<file path="src/rtl/step_expect_ram.sv">
// rtl/step_expect_ram.sv - expected-event table, sync write, async read, no reset
module step_expect_ram #(
   parameter int DEPTH      = 16,
   parameter int PC_WIDTH   = 16,
   parameter int DATA_WIDTH = 16
) (
   input  logic                       clk,
   input  logic                       we,
   input  logic [$clog2(DEPTH)-1:0]   waddr,
   input  logic [1:0]                 wkind,
   input  logic [PC_WIDTH-1:0]        widx,
   input  logic [DATA_WIDTH-1:0]      wvalue,
   input  logic [$clog2(DEPTH)-1:0]   raddr,
   output logic [1:0]                 rkind,
   output logic [PC_WIDTH-1:0]        ridx,
   output logic [DATA_WIDTH-1:0]      rvalue
);
   localparam int EW = 2 + PC_WIDTH + DATA_WIDTH;

   logic [EW-1:0] mem [DEPTH];

   // Table write; deliberately unreset so a loaded table survives reset_n
   always_ff @(posedge clk) begin
      if (we) begin
         mem[waddr] <= {wkind, widx, wvalue};
      end
   end

   assign {rkind, ridx, rvalue} = mem[raddr];
endmodule

</file>
<file path="config.mk">
export PLATFORM = sky130hd
export DESIGN_NAME = step_expect_ram
export DESIGN_NICKNAME = d
export VERILOG_FILES = /design/src/rtl/step_expect_ram.sv
export SDC_FILE = /design/constraint.sdc
export NUM_CORES = 1
export LEC_CHECK = 0
export CORE_MARGIN = 2
export CORE_UTILIZATION = 50
export DETAILED_ROUTE_END_ITERATION = 8
export PLACE_DENSITY = 0.69
export SLEW_MARGIN = 20
export SYNTH_ARGS = -nofsm -noshare
export SYNTH_HDL_FRONTEND = slang
export SYNTH_SLANG_ARGS = --single-unit
</file>
<file path="constraint.sdc">
create_clock -name clk -period 6.6 [get_ports clk]
set_input_delay 1.98 -clock clk [delete_from_list [all_inputs] [get_ports clk]]
set_output_delay 1.98 -clock clk [all_outputs]
set_load 0.02 [all_outputs]
</file>
==> results_tabular.tex <==
\begin{tabular}{lr}
\hline
Metric & Value \\
\hline
\multicolumn{2}{l}{\textbf{Yosys}} \\
Post-synth top area share & 0.8009 \\
Yosys warnings & 0 \\
Async set or reset register ratio after synthesis & 0 \\
Dominant cell by count in the synthesized netlist & sky130\_fd\_sc\_hd\_\_edfxtp\_1 \\
Yosys reg bits & 544 \\
Synth Cell Area & 0.02040 mm2 \\
Top FF cell, synth & sky130\_fd\_sc\_hd\_\_edfxtp\_1 \\
Count of flip-flops with a built-in enable after synthesis & approximately 540 \\
Mean instance size in the synthesized netlist & 23.88 um2 \\
Area leader, netlist & sky130\_fd\_sc\_hd\_\_edfxtp\_1 \\
Leading post-synthesis cells by cell area & sky130\_fd\_sc\_hd\_\_edfxtp\_1 80\%, sky130\_fd\_sc\_hd\_\_mux4\_2 15\%, sky130\_fd\_sc\_hd\_\_a22oi\_1 2.5\%, sky130\_fd\_sc\_hd\_\_nand2\_1 0.64\%, sky130\_fd\_sc\_hd\_\_clkbuf\_1 0.42\% \\
Post-synth net total & 898 \\
Synthesized instance count & 854 \\
Top cells by count, synth & 544 x sky130\_fd\_sc\_hd\_\_edfxtp\_1, 136 x sky130\_fd\_sc\_hd\_\_mux4\_2, 68 x sky130\_fd\_sc\_hd\_\_a22oi\_1, 35 x sky130\_fd\_sc\_hd\_\_nand2\_1, 23 x sky130\_fd\_sc\_hd\_\_clkbuf\_1 \\
Share of the yosys chip area belonging to registers & 0.8009 \\
Count of cell types in the netlist & 16 \\
\multicolumn{2}{l}{\textbf{Drt}} \\
Iteration-0 DRC Markers & about 900 \\
Residual DRC & 0 \\
Via-per-instance ratio & 6.017 \\
Avg WL per Cell & 26.60 um \\
Vias post-DR & 9266 \\
Drt pass-1 iters & 5 \\
Antenna Violating Nets Remaining & 0 \\
Wirelength, routed & 40970 um \\
\multicolumn{2}{l}{\textbf{Power}} \\
Combinational power share & 0.060 \\
Fraction of power spent switching nets & 0.2033 \\
Peak supply drop & approximately 0.24 mV \\
Leak pwr & roughly 7.4 nW \\
Portion of total power attributed to the clock network & 0.390 \\
Power density over the cells & 298.4 mW/mm2 \\
Power Internal & around 0.0056 W \\
Share of power burned in registers & 0.549 \\
NetSw & around 0.0014 W \\
\multicolumn{2}{l}{\textbf{STA}} \\
Total negative setup slack & 0 ns \\
Fin worst setup slack & 0.3770 ns \\
Min Clock Period, post-route & 6.223 ns \\
Number of setup violations in the final report & 0 \\
Post-route clock period utilization & 0.9429 \\
Fmax & between 0.15 and 0.2 GHz \\
Final slew viol count & 0 \\
Relative slew margins & 0.2691 \\
Worst-Margin Slew & 1.094 ns \\
RSZ-0062 raised after global routing & no \\
Count of final hold-check violations & 0 \\
\multicolumn{2}{l}{\textbf{Critical path}} \\
Cell Chain, Critical Path & clkdlybuf4s50\_1 > nor2\_4 > buf\_12 > a22oi\_1 > nand2\_1 > clkdlybuf4s50\_1 \\
CP dominant cell by count & sky130\_fd\_sc\_hd\_\_clkdlybuf4s50\_1 \\
Worst EP arrival & 4.24 ns \\
Maximum fanout count along the critical path & 15 \\
Category of the worst setup path launch point & primary input \\
Standard cell with the maximum stage delay on the critical path & sky130\_fd\_sc\_hd\_\_clkdlybuf4s50\_1 \\
Kind of critical path & in2out \\
Critical path's largest stage delay & 0.62 ns \\
Required time at the endpoint of the critical path & 4.62 ns \\
CP Capture Type & output port \\
\multicolumn{2}{l}{\textbf{Floorplanning}} \\
Chip height & 206.0 um \\
Num rows & 73 \\
Top-level port count & 78 \\
Floorplan die area & 0.04242 mm2 \\
Die width & slightly above 200 um \\
Initial standard-cell utilization of the core & 0.5098 \\
Core Area & 0.04001 mm2 \\
\multicolumn{2}{l}{\textbf{Global route}} \\
Via count of the first global-routing pass & 9701 \\
Global-route usage over all layers & 0.2008 \\
Number of antenna violations at the first check in global routing & 3 \\
Global-route wire length before repair & between 60000 and 70000 um \\
Maximum number of pins on one net before global-route repair & 39 \\
Global route overflow & 0 \\
\multicolumn{2}{l}{\textbf{Final layout}} \\
Fin nets & 1015 \\
Layout Area Growth over Synthesis & 16.32\% \\
Registers with the most flip-flops & mem (544) \\
Number of flip-flops under the largest register name & 544 \\
Register bank with the most flops & mem \\
Fraction of layout instances using a drive strength above 1 & 0.2507 \\
\multicolumn{2}{l}{\textbf{Clock tree}} \\
Number of H-tree levels & 2 \\
TritonCTS buffer count & 52 \\
Clock transition at the registers of the reported paths & 0.06 ns \\
Clock Sink Count & between 500 and 600 \\
Post-CTS Hold Fix Bufs & 0 \\
TritonCTS clock tree & built \\
Count of instances resized after the clock tree is built & 0 \\
Setup repair bufs after CTS & 0 \\
Maximum count of clock buffers along a single path & 3 \\
Root Buffer Master & sky130\_fd\_sc\_hd\_\_clkbuf\_16 \\
\multicolumn{2}{l}{\textbf{Placement}} \\
Detailed placement HPWL & 22370 um \\
Final weighted congestion in routability-driven placement & just over 0.7 \\
Dpl ws & 0.3464 ns \\
Count of input and output buffers & 77 \\
\multicolumn{2}{l}{\textbf{Job}} \\
Max cap viols & 0 \\
\multicolumn{2}{l}{\textbf{Hold path}} \\
Hold crit path type & in2reg \\
\multicolumn{2}{l}{\textbf{Run status}} \\
Result of the run & complete, no violations \\
\hline
\end{tabular}
metrics by stage:
step	total power, W	area (um2)	utilization	std cells	hold slack, ns
floorplan	0.004188	20400	-	854	2.079
global placement	0.004387	22130	0.5532	1442	2.885
detailed placement	0.004397	22130	0.5532	1442	2.899
CTS	0.007143	23720	0.5929	1538	2.302
global route	0.007307	23720	0.5930	1539	2.364
finish	0.007080	23720	0.5930	1540	2.333
worst max-delay path, delay by kind of cell:
kind                   cells  cell delay, ns
buffers and inverters      3            1.39
AND/OR/NAND/NOR            2            0.75
AO/OA/AOI/OAI              1            0.11
metal layers:
metal  vias up  global-route usage  part of all wire
li1       3927                   -                 -
met1      4987              0.2882              0.42
met2       290              0.3298              0.50
met3        60             0.03343             0.058
met4         2             0.04413             0.017
met5         -                   0           0.00027
kinds of logic (layout without fill, tap and decap cells):
logic type,Yosys count,after routing,synth area share
AOI/OAI and AO/OA,68,68,0.02503
buffers and inverters,45,204,0.01110
DFF,544,544,0.8009
muxes,136,136,0.1502
other,0,2,0
and+or+nand+nor,61,61,0.01276
cell type report:
class	instances	area (um2)
diodes	2	5.005
clock buffers	71	1415
clock inverters	25	171.4
fillers	2802	16280
multi-input cells	265	3968
flip-flops and latches	544	16340
well taps	525	656.9
repair buffers	108	1172
power by group through the flow:
stage               clock network, W  logic, W  registers (W)
floorplan                          0  0.000230        0.00396
CTS                          0.00282  0.000436        0.00389
finish                       0.00276  0.000428        0.00389
global route                 0.00295  0.000460        0.00389
detailed placement                 0  0.000434        0.00396
global placement                   0  0.000429        0.00396
path summary, 6_finish.rpt:
path              startpoint     endpoint  slack [ns]  cells after the start
setup / recovery    raddr[2]      ridx[3]        0.38                      6
hold / removal      wkind[1]  mem[13][33]        2.33                      1
cells in the final DEF (no fill, tap or decap), drive strengths merged:
cell type / n
clkbuf: 71
edfxtp: 544
nor3: 4
nor2: 13
nor2b: 2
nand3b: 2
clkdlybuf4s50: 75
nand3: 1
clkinv: 23
bufinv: 2
or3b: 1
mux4: 136
nand2b: 2
nand2: 35
and2: 1
a22oi: 68
diode: 2
buf: 33
No activity file was read; power rests on OpenSTA's default activity.
==> patch, RTL diff (config.mk and constraints unchanged) <==
`DEPTH`: 16 -> 32.
--- a/src/rtl/step_expect_ram.sv
+++ b/src/rtl/step_expect_ram.sv
@@ -1,6 +1,6 @@
 // rtl/step_expect_ram.sv - expected-event table, sync write, async read, no reset
 module step_expect_ram #(
-   parameter int DEPTH      = 16,
+   parameter int DEPTH      = 32,
    parameter int PC_WIDTH   = 16,
    parameter int DATA_WIDTH = 16
 ) (
Ports: changed (resized raddr and waddr); port bits go from 78 to 80. No check against the original RTL was run, so the function may have changed too.
==> patch against the original RTL <==
  * Total power is 100% higher
  * Fmax is 2.1% lower
  * Cell area up 110%
  * Cell count rose by 140%
  * First-iteration DRC count grew to 2.7 times the old value
  * Sequential cell count is 544 higher
  * Sequential power is 98% higher
  * Area after synthesis up 110%
  * Setup slack worse by 0.13 ns
  * Wire length grew to 2.6 times the old value
  * Critical path type unchanged
  * Largest cell class unchanged
==> patch: results (changes against the original RTL) <==
Place
  • Port buffer count: 79 (was 77)
  • DPL Wire Length: 56900 um (was 22400 um)
  • Final Wtd Congestion: 0.844 (was 0.725)
  • Dpl cells: 3570 (was 1442)
  • Dpl ws: -0.0615 ns (was 0.346 ns)

Critical path
  • CP arrival: 4.38 ns (was 4.24 ns)
  • Crit-path max cell delay: 0.65 ns (was 0.62 ns)
  • End point of the critical path: ridx[4] (was ridx[3])
  • Worst Setup SP: raddr[3] (was raddr[2])

Detailed routing
  • Met1 Wirelength: 42800 um (was 17200 um)
  • Met3 WL: 8800 um (was 2390 um)
  • Via count: 22800 (was 9266)
  • Routed length per instance: 28.2 um (was 26.6 um)
  • Final wirelength: 106000 um (was 41000 um)
  • Router iterations before antenna repair: 6 (was 5)
  • Wire length on met2: 51400 um (was 20700 um)

GRT
  • Global-route wire length before repair: 152000 um (was 61900 um)
  • Largest net degree at the start of global routing: 52 (was 39)
  • Tot GR Track Use: 24.2% (was 20.1%)
  • Initial antenna violation count: 4 (was 3)

Hold path
  • Hold_sp: widx[3] (was wkind[1])
  • Worst-case hold path end point: mem[23][19]$_DFFE_PP_ (was mem[13][33]$_DFFE_PP_)

Finish
  • Design area: 48700 um2 (was 23700 um2)
  • Nets: 2589 (was 1015)

Logic synthesis
  • Mux cell area share after synthesis: 12.8% (was 15.0%)
  • Register area share after synthesis: 77.0% (was 80.1%)
  • Synth cell types: 24 (was 16)
  • Mean area per synthesized cell: 17.9 um2 (was 23.9 um2)
  • Most common library cells after synthesis: edfxtp_1 (1088), mux2i_1 (544), nand2_1 (104), nand3_1 (104) (was edfxtp_1 (544), mux4_2 (136), a22oi_1 (68), nand2_1 (35), clkbuf_1 (23))
  • Top post-synthesis cells by area: edfxtp_1 (77%), mux2i_1 (13%), a22oi_1 (1.8%) (was edfxtp_1 (80%), mux4_2 (15%), a22oi_1 (2.5%))
  • Post-synthesis compound-gate area fraction: 4.91% (was 2.50%)

Power and ir drop
  • Pleak: 16.9 nW (was 7.40 nW)

Timing
  • Setup WS post-layout: 0.244 ns (was 0.377 ns)

CTS
  • H-tree Lvls: 3 (was 2)

Outcome
  • Status: complete, no violations (unchanged)
[patch: metal layers]
| layer | vias to the layer above | GRT usage (%) |
|---|---|---|
| met5 | - | 0 |
| met4 | 4 | 7.97 |
| met3 | 193 | 4.03 |
| met2 | 1089 | 39.5 |
| met1 | 11700 | 33.5 |
| li1 | 9780 | - |
[patch: what timing repair did]
action | 4_1_cts | 5_1_grt
gates cloned | 1 | 1
resized for setup | 2 | 4
buffers inserted | 1 | 1
endpoints found under the setup margin | 4 | 10
hold buffers | 0 | 0
[patch: area by class of cell]
class	instances	area (um2)
fillers	6138	35100
multi-input cells	1141	9120
well taps	1134	1420
clock buffers	124	2700
flip-flops and latches	1088	32700
diodes	1	2.50
repair buffers	211	2250
clock inverters	60	517
[patch: where the power goes]
part           internal (W)  switching (W)
Sequential          0.00769      0.0000190
Clock               0.00324        0.00244
Combinational      0.000316       0.000539
[patch: cells by family after synthesis]
group,after synthesis
DFF,1088
muxes,544
AOI/OAI and AO/OA,306
and+or+nand+nor,291
buffers and inverters,136
